File: src/rtl/uart_rx_fifo.sv
// Receive-side character FIFO between the UART receiver stage and the bus.
// Each entry keeps the receiver error bit alongside the character.
module uart_rx_fifo #(
   parameter int DATA_WIDTH = 8,
   parameter int DEPTH      = 16
) (
   input  logic                      clk,
   input  logic                      rst_n,
   input  logic [DATA_WIDTH-1:0]     rx_data,
   input  logic                      rx_ready,
   input  logic                      rx_error,
   input  logic                      rd_en,
   input  logic                      clr_flags,
   input  logic [$clog2(DEPTH):0]    thresh,
   output logic [DATA_WIDTH-1:0]     rd_data,
   output logic                      rd_perr,
   output logic                      empty,
   output logic                      full,
   output logic [$clog2(DEPTH):0]    level,
   output logic                      overflow,
   output logic                      frame_err,
   output logic                      thresh_irq
);

   localparam int AW = $clog2(DEPTH);
   localparam int LW = AW + 1;
   localparam logic [LW-1:0] FULL_LVL = LW'(DEPTH);

   logic [DATA_WIDTH:0] mem [DEPTH];
   logic [AW-1:0]       wr_ptr;
   logic [AW-1:0]       rd_ptr;
   logic [DATA_WIDTH:0] head;
   logic [LW-1:0]       level_nxt;
   logic                do_pop;
   logic                do_push;
   logic                ovf_set;
   logic                fe_set;

   assign do_pop  = rd_en && !empty;
   assign do_push = rx_ready && (!full || do_pop);
   assign ovf_set = rx_ready && full && !do_pop;
   assign fe_set  = rx_error && !rx_ready;

   always_comb begin
      level_nxt = level;
      if (do_push && !do_pop)
         level_nxt = level + 1'b1;
      else if (do_pop && !do_push)
         level_nxt = level - 1'b1;
   end

   // Storage is not reset; empty masks stale contents on the read side.
   always_ff @(posedge clk) begin
      if (rst_n && do_push)
         mem[wr_ptr] <= {rx_error, rx_data};
   end

   always_ff @(posedge clk) begin
      if (!rst_n) begin
         wr_ptr    <= '0;
         rd_ptr    <= '0;
         level     <= '0;
         empty     <= 1'b1;
         full      <= 1'b0;
         overflow  <= 1'b0;
         frame_err <= 1'b0;
      end else begin
         if (do_push)
            wr_ptr <= wr_ptr + 1'b1;
         if (do_pop)
            rd_ptr <= rd_ptr + 1'b1;
         level <= level_nxt;
         empty <= (level_nxt == '0);
         full  <= (level_nxt == FULL_LVL);
         if (ovf_set)
            overflow <= 1'b1;
         else if (clr_flags)
            overflow <= 1'b0;
         if (fe_set)
            frame_err <= 1'b1;
         else if (clr_flags)
            frame_err <= 1'b0;
      end
   end

   assign head       = mem[rd_ptr];
   assign rd_data    = empty ? '0 : head[DATA_WIDTH-1:0];
   assign rd_perr    = empty ? 1'b0 : head[DATA_WIDTH];
   assign thresh_irq = (thresh != '0) && (level >= thresh);

endmodule
File: config.mk
export PLATFORM = sky130hd
export DESIGN_NAME = uart_rx_fifo
export DESIGN_NICKNAME = d
export VERILOG_FILES = /design/src/rtl/uart_rx_fifo.sv
export SDC_FILE = /design/constraint.sdc
export NUM_CORES = 1
export LEC_CHECK = 0
export CORE_ASPECT_RATIO = 1.2
export CORE_MARGIN = 2
export CORE_UTILIZATION = 30
export CTS_CLUSTER_SIZE = 16
export DETAILED_ROUTE_END_ITERATION = 8
export DONT_BUFFER_PORTS = 1
export PLACE_DENSITY = 0.44
export RECOVER_POWER = 25
export SETUP_SLACK_MARGIN = 0.2
export SLEW_MARGIN = 10
export SYNTH_ARGS = -nofsm -noshare
export SYNTH_HDL_FRONTEND = slang
export SYNTH_SLANG_ARGS = --single-unit
export TNS_END_PERCENT = 20
File: constraint.sdc
create_clock -name clk -period 3.84 [get_ports clk]
set_clock_uncertainty 0.15 [all_clocks]
set_input_delay 0.96 -clock clk [delete_from_list [all_inputs] [get_ports clk]]
set_output_delay 0.96 -clock clk [all_outputs]
set_load 0.02 [all_outputs]
==> metrics.txt, run 1 <==
DIE AREA ~0.023 mm^2; Port-buffer cells 0; RSZ-0062 raised after global routing false; post-CTS setup buffers 0; Chip Width ~140 um; CTS buffer count 17; Layout area overhead 16.89%; syn_nets around 380; max_cap viols 0; total number of vias around 3200; CP Class flip-flop to output pin; Setup crit end kind output pin; Synth Instances approximately 340; Final Max Slew Viols 0; I/O pin cnt 38; share of layout cells above drive strength 1 approximately a quarter; clock root cell clkbuf_16; Max VDD drop 0.3214 mV; Gates resized, CTS repair 1; clk_lat worst skew 0.42 ns; first-pass GRT wire length 21580 um; LEAKAGE around 2.5 nW; FF-to-FF End mem[11][4]; CTS Buffer Depth 2; Critical Path End rd_data[0]; Reg2Reg Depth 6; CP arrival about 2.4 ns; # DRC 0; Worst setup SP type flip-flop; vias per inst 4.805; GRT Total Usage 12.98%; gpl congestion between 0.7 and 0.8; hold depth 2; Clk network pwr share roughly two fifths; status completed; WL/cell 21.98 um; Final Routed Wirelength around 14000 um; Worst EP required 2.73 ns; initial antenna violation count 0; drt first pass iters 5; diode count 0; setup TNS 0 ns; clock transition at the registers of the reported paths approximately 0.060 ns; Fmax 0.2868 GHz; post-cts hold buffer count 0; syn avg cell area 19.15 um^2; remaining antenna violation count 0; H-tree levels 4; slew margin rel. 46.06%; CTS tree done; Hold Vio Cnt, Final 0; Ys Warns 0; Hold Crit Class flip-flop to flip-flop; number of synthesized register bits approximately 170; sw frac between 20 and 25%; Net Sw Power 0.9976 mW; largest net degree at the start of global routing 37; initial core utilization between 30 and 40%; Setup violations, final 0; Final HPWL DP approximately 9000 um; vias in the first global route roughly 3400; Chip Height between 150 and 200 um; Sequential Power Share approximately 47%; Pint approximately 3.4 mW; Netlist cell types 37; sequential share of the synthesized area between 70% and 80%; Final min period between 3 and 4 ns; Logic pwr share approximately 11%; R2R Path Start empty; num rows between 50 and 60; synthesized area 0.006586 mm^2; Remaining Overflow, GRT 0; worst-path fanout max 13; Net count, final 400; Core Box Area ~0.022 mm^2; Pwr Density between 500 and 600 mW/mm^2; final total power 4.351 mW; period utilisation layout roughly nine tenths; Slew @ Worst Pin a little over 0.8 ns; FF-to-FF setup slack ~0.88 ns; DR iter-0 viols 246; Sinks on Clock Net 165
==> layout make-up <==
class | count | area, um^2
clock buffer | 27 | 623.1
clock inverter | 5 | 36.28
fill | 2031 | 13930
inverter | 11 | 41.29
multi-input combinational | 154 | 1719
sequential | 165 | 4748
tap | 274 | 342.8
timing repair buffer | 20 | 187.7
==> cells in the mapped netlist <==
| cell | instances | share of area [%] |
|---|---|---|
| mux4_2 | 45 | 15 |
| inv_1 | 11 | 0.63 |
| clkbuf_1 | 8 | 0.46 |
| nand3b_1 | 2 | 0.23 |
| edfxtp_1 | 144 | 66 |
| nand2_1 | 9 | 0.51 |
| and2_1 | 2 | 0.19 |
| nor3b_2 | 1 | 0.19 |
| dfxtp_1 | 21 | 6.4 |
| nor4bb_1 | 1 | 0.15 |
| xor2_1 | 5 | 0.66 |
| nand4_1 | 2 | 0.19 |
| a32oi_1 | 3 | 0.40 |
| and3_1 | 1 | 0.095 |
| or4_1 | 1 | 0.11 |
| nor4b_1 | 1 | 0.13 |
| nor2_1 | 31 | 1.8 |
| nor3_1 | 1 | 0.076 |
| buf_6 | 4 | 0.68 |
| a21oi_1 | 6 | 0.46 |
| o21a_1 | 1 | 0.11 |
| or3_1 | 1 | 0.095 |
| nand3_1 | 1 | 0.076 |
| o221ai_1 | 1 | 0.13 |
| o211ai_1 | 1 | 0.11 |
| o22ai_1 | 1 | 0.095 |
| nor2b_1 | 12 | 1.1 |
| a22oi_1 | 1 | 0.11 |
| mux2i_1 | 1 | 0.15 |
| o41ai_1 | 1 | 0.13 |
| buf_2 | 1 | 0.076 |
| ha_1 | 12 | 2.3 |
| nand2b_1 | 3 | 0.28 |
| a31oi_1 | 1 | 0.095 |
| buf_1 | 1 | 0.057 |
| xnor2_1 | 4 | 0.53 |
| o21ai_1 | 2 | 0.15 |
==> kinds of logic (layout without fill, tap and decap cells) <==
| kind of cell | count (synthesis) | count (layout) | share of synthesized area [%] |
|---|---|---|---|
| adders and majority gates | 12 | 12 | 2.280 |
| xor gates and xnor gates | 9 | 9 | 1.197 |
| and+or+nand+nor | 69 | 69 | 5.243 |
| DFF | 165 | 165 | 72.04 |
| muxes | 46 | 46 | 15.54 |
| buffers and inverters | 25 | 63 | 1.900 |
| AOI/OAI and AO/OA | 18 | 18 | 1.805 |
==> power groups by stage <==
stage / Sequential (mW) / Clock (mW) / Combinational (mW)
final: 2.06 / 1.80 / 0.487
after global routing: 2.07 / 1.92 / 0.532
after CTS: 2.06 / 1.84 / 0.501
after detailed placement: 2.10 / 0 / 0.500
after global placement: 2.10 / 0 / 0.495
after floorplan: 2.08 / 0 / 0.402
==> routing by layer <==
metal	wire, um	GRT usage (%)	vias up
li1	-	-	1415
met1	5979	15.47	1642
met2	7484	22.53	78
met3	670	3.691	17
met4	284	4.436	0
met5	0	0	-
==> worst min path at each step <==
stage / slack [ns] / endpoint / from
floorplan: 0.32 / flip-flop / rd_ptr[1]
CTS: 0.37 / rd_ptr[1] / rd_ptr[1]
finish: 0.37 / rd_ptr[1] / rd_ptr[1]
detailed placement: 0.36 / rd_ptr[1] / rd_ptr[1]
global placement: 0.34 / rd_ptr[1] / rd_ptr[1]
global route: 0.40 / rd_ptr[1] / rd_ptr[1]
==> critical path: stages, from the launching register on <==
cell,delay (ns)
dfxtp_4,0.47
buf_12,0.20
mux4_2,0.53
mux4_2,0.52
nor2b_1,0.23
==> placed cells by master, fill, tap and decap left out, types with 2 or more instances in the layout <==
cell / Yosys / layout
nand4_1: 2 / 2
a32oi_1: 3 / 3
nor2b_1: 12 / 12
dfxtp_1: 21 / 20
and2_1: 2 / 2
nand2_1: 9 / 9
clkbuf_16: 0 / 24
o21ai_1: 2 / 2
nor2_1: 31 / 30
buf_4: 0 / 17
nand3b_1: 2 / 2
inv_4: 0 / 3
xor2_1: 5 / 5
a21oi_1: 6 / 6
ha_1: 12 / 12
mux4_2: 45 / 45
edfxtp_1: 144 / 144
inv_1: 11 / 11
buf_12: 0 / 3
nand2b_1: 3 / 3
xnor2_1: 4 / 4
==> sequential cells by signal, summed over array words and instances (netlist names), named ones only <==
| name | count |
|---|---|
| empty | 1 |
| frame_err | 1 |
| full | 1 |
| level | 5 |
| mem | 144 |
| overflow | 1 |
| rd_ptr | 4 |
| wr_ptr | 4 |
==> stage by stage <==
stage | instances | util (%) | hold WS [ns] | setup WS, ns | area, um^2
2_1_floorplan | 344 | - | 0.3169 | 0.8783 | 6586
3_3_place_gp | 624 | 32.52 | 0.3425 | 0.2643 | 7034
3_5_place_dp | 624 | 32.52 | 0.3585 | 0.2117 | 7034
4_1_cts | 656 | 35.58 | 0.3679 | 0.2896 | 7696
5_1_grt | 656 | 35.59 | 0.3987 | 0.2409 | 7699
6_report | 656 | 35.59 | 0.3658 | 0.3528 | 7699
(Power assumes the default switching activity.)
==> run 2: changes to the inputs <==
--- a/config.mk
+++ b/config.mk
@@ -11,9 +11,11 @@
 export CTS_CLUSTER_SIZE = 16
 export DETAILED_ROUTE_END_ITERATION = 8
 export DONT_BUFFER_PORTS = 1
+export GPL_TIMING_DRIVEN = 0
 export PLACE_DENSITY = 0.44
 export RECOVER_POWER = 25
 export SETUP_SLACK_MARGIN = 0.2
+export SKIP_LAST_GASP = 1
 export SLEW_MARGIN = 10
 export SYNTH_ARGS = -nofsm -noshare
 export SYNTH_HDL_FRONTEND = slang
==> metrics.txt, run 2 (same netlist as run 1, synthesis figures left out) <==
status completed; commonest cells after routing, fill and taps aside edfxtp_1, mux4_2, nor2_1; vias per inst 4.871 (+1.4%); period utilisation layout 91.97% (+1.2 points); Top Registers mem (144), level (5); drt first pass iters 4 (-1); Fmax 0.2832 GHz (-1.3%); DR iter-0 viols 240 (-2.4%); WP buf/inv 2 (+1); clk_lat worst skew 0.42 ns (about the same); vias in the first global route 3490 (+3.3%); Reg with most FFs mem; Layout area overhead 14.48%; Chip Width 139.3 um (unchanged); diode count 0 (unchanged); Sinks on Clock Net 165 (unchanged); Slew @ Worst Pin 1.113 ns (+0.3054 ns); CTS Buffer Depth 2 (unchanged); H-tree levels 4 (unchanged); max_cap viols 0 (unchanged); Worst path most repeated cell mux4_2; Max VDD drop 0.2947 mV (-8.3%); Hold Vio Cnt, Final 0 (unchanged); CP max stage delay 0.53 ns (about the same); DIE AREA 0.02316 mm^2 (unchanged); Setup crit end kind output pin; Multi-input gate area 0.001737 mm^2 (+1.0%); # DRC 0 (unchanged); commonest non-fill, non-tap cell in the layout edfxtp_1; HP Start rd_ptr[1]; clock transition at the registers of the reported paths 0.06 ns (about the same); Remaining Overflow, GRT 0 (unchanged); final total power 4.168 mW (-4.2%); largest net degree at the start of global routing 18 (-51%); I/O pin cnt 38 (unchanged); share of layout cells above drive strength 1 25.00% (-0.92 points); Worst EP required 2.73 ns (about the same); CTS buffer count 17 (unchanged); Layout Cells excl Fill 650 (-0.91%); Final Routed Wirelength 14520 um (+0.69%); Net count, final 394 (-1.5%); clock root cell clkbuf_16; Setup violations, final 0 (unchanged); Chip Height 166.3 um (unchanged); GRT Total Usage 13.34% (+0.36 points); initial core utilization 30.45% (unchanged); cell family with most CP delay multiplexers; CP arrival 2.42 ns (+0.04 ns); Sequential Area 0.004745 mm^2 (about the same); first-pass GRT wire length 22050 um (+2.2%); Largest register FFs 144 (unchanged); Layout fillers 2049 (+0.89%); Final Max Slew Viols 0 (unchanged); Port-buffer cells 0 (unchanged); setup TNS 0 ns (unchanged); Hold Crit Class flip-flop to flip-flop; total number of vias 3166 (+0.44%); LEAKAGE 2.333 nW (-5.2%); RSZ-0062 raised after global routing false; fin area 0.007540 mm^2 (-2.1%); worst-path fanout max 10 (-3); post-CTS setup buffers 0 (unchanged); Core Box Area 0.02163 mm^2 (unchanged); worst-path cell chain buf_6, buf_8, mux4_2, mux4_2, nor2b_1; num rows 59 (unchanged); CP Class flip-flop to output pin; WL/cell 22.34 um (+1.6%); placed cell area 0.006949 mm^2 (-1.2%); Final min period 3.532 ns (+0.04446 ns); Util after Layout 34.86% (-0.73 points); Worst setup SP type flip-flop; Cells after DPL 618 (-0.96%); R2R Path Start empty; Pwr Density 552.8 mW/mm^2 (-2.2%); Final HPWL DP 9209 um (-0.13%); Worst path slowest cell mux4_2; gpl congestion 0.7050 (-2.6%); slew margin rel. 25.49% (-21 points); remaining antenna violation count 0 (unchanged); CTS tree done; initial antenna violation count 0 (unchanged)
==> run 2: changes by cell type in the layout (fill, tap and decap cells not counted), sizes merged <==
cell      change
buf          -14
bufinv        +1
clkinvlp      +5
clkbuf        -2
clkinv        +4
==> run 2: report_power, final <==
part / switching [mW] / leakage [nW] / internal [mW] / total (mW)
combinational: 0.275 / 0.604 / 0.244 / 0.519
clock: 0.706 / 0.260 / 0.894 / 1.60
sequential: 0.0601 / 1.47 / 1.99 / 2.05
==> run 2: per-stage QoR <==
step | setup WS (ns) | hold slack [ns]
final | 0.3084 | 0.3690
after CTS | 0.2124 | 0.3613
after detailed placement | 0.2225 | 0.3533
after floorplan | 0.8783 | 0.3169
after global placement | 0.1141 | 0.3483
after global routing | 0.2052 | 0.4273
==> run 2: cell type report <==
cell class                      instances  share of cell area, %
Clock inverter                         15                  1.742
Inverter                               11                 0.5476
Clock buffer                           17                  5.642
Tap cell                              274                  4.547
Buffer                                 14                  1.560
Multi-Input combinational cell        154                  23.03
Sequential cell                       165                  62.93
==> run 2: final timing paths <==
| kind | end | slack (ns) | cells after the start |
|---|---|---|---|
| worst max-delay path | rd_data[1] | 0.31 | 5 |
| worst min-delay path | rd_ptr[1] | 0.37 | 2 |
| worst max register to register | mem[3][5] | 0.76 | 5 |
| worst min register to register | rd_ptr[1] | 0.37 | 2 |
==> run 2: per-layer routing <==
layer / track usage, % / vias up / share of wire, % / routed length (um)
met5: 0 / - / 0 / 0
met4: 5.841 / 0 / 2.6 / 383
met3: 3.806 / 21 / 4.5 / 654
met2: 21.50 / 90 / 49 / 7157
met1: 16.79 / 1649 / 44 / 6323
li1: - / 1406 / - / -
==> run 2: worst min-delay path, stage by stage (launching register included) <==
cell	delay (ns)
dfxtp_1	0.33
nand2_1	0.06
a21oi_1	0.07
==> run 2: timing repair <==
action	CTS	global route
hold buffers	0	0
endpoints found under the hold margin	0	0
gates resized for setup	7	7
setup endpoints to repair	9	2
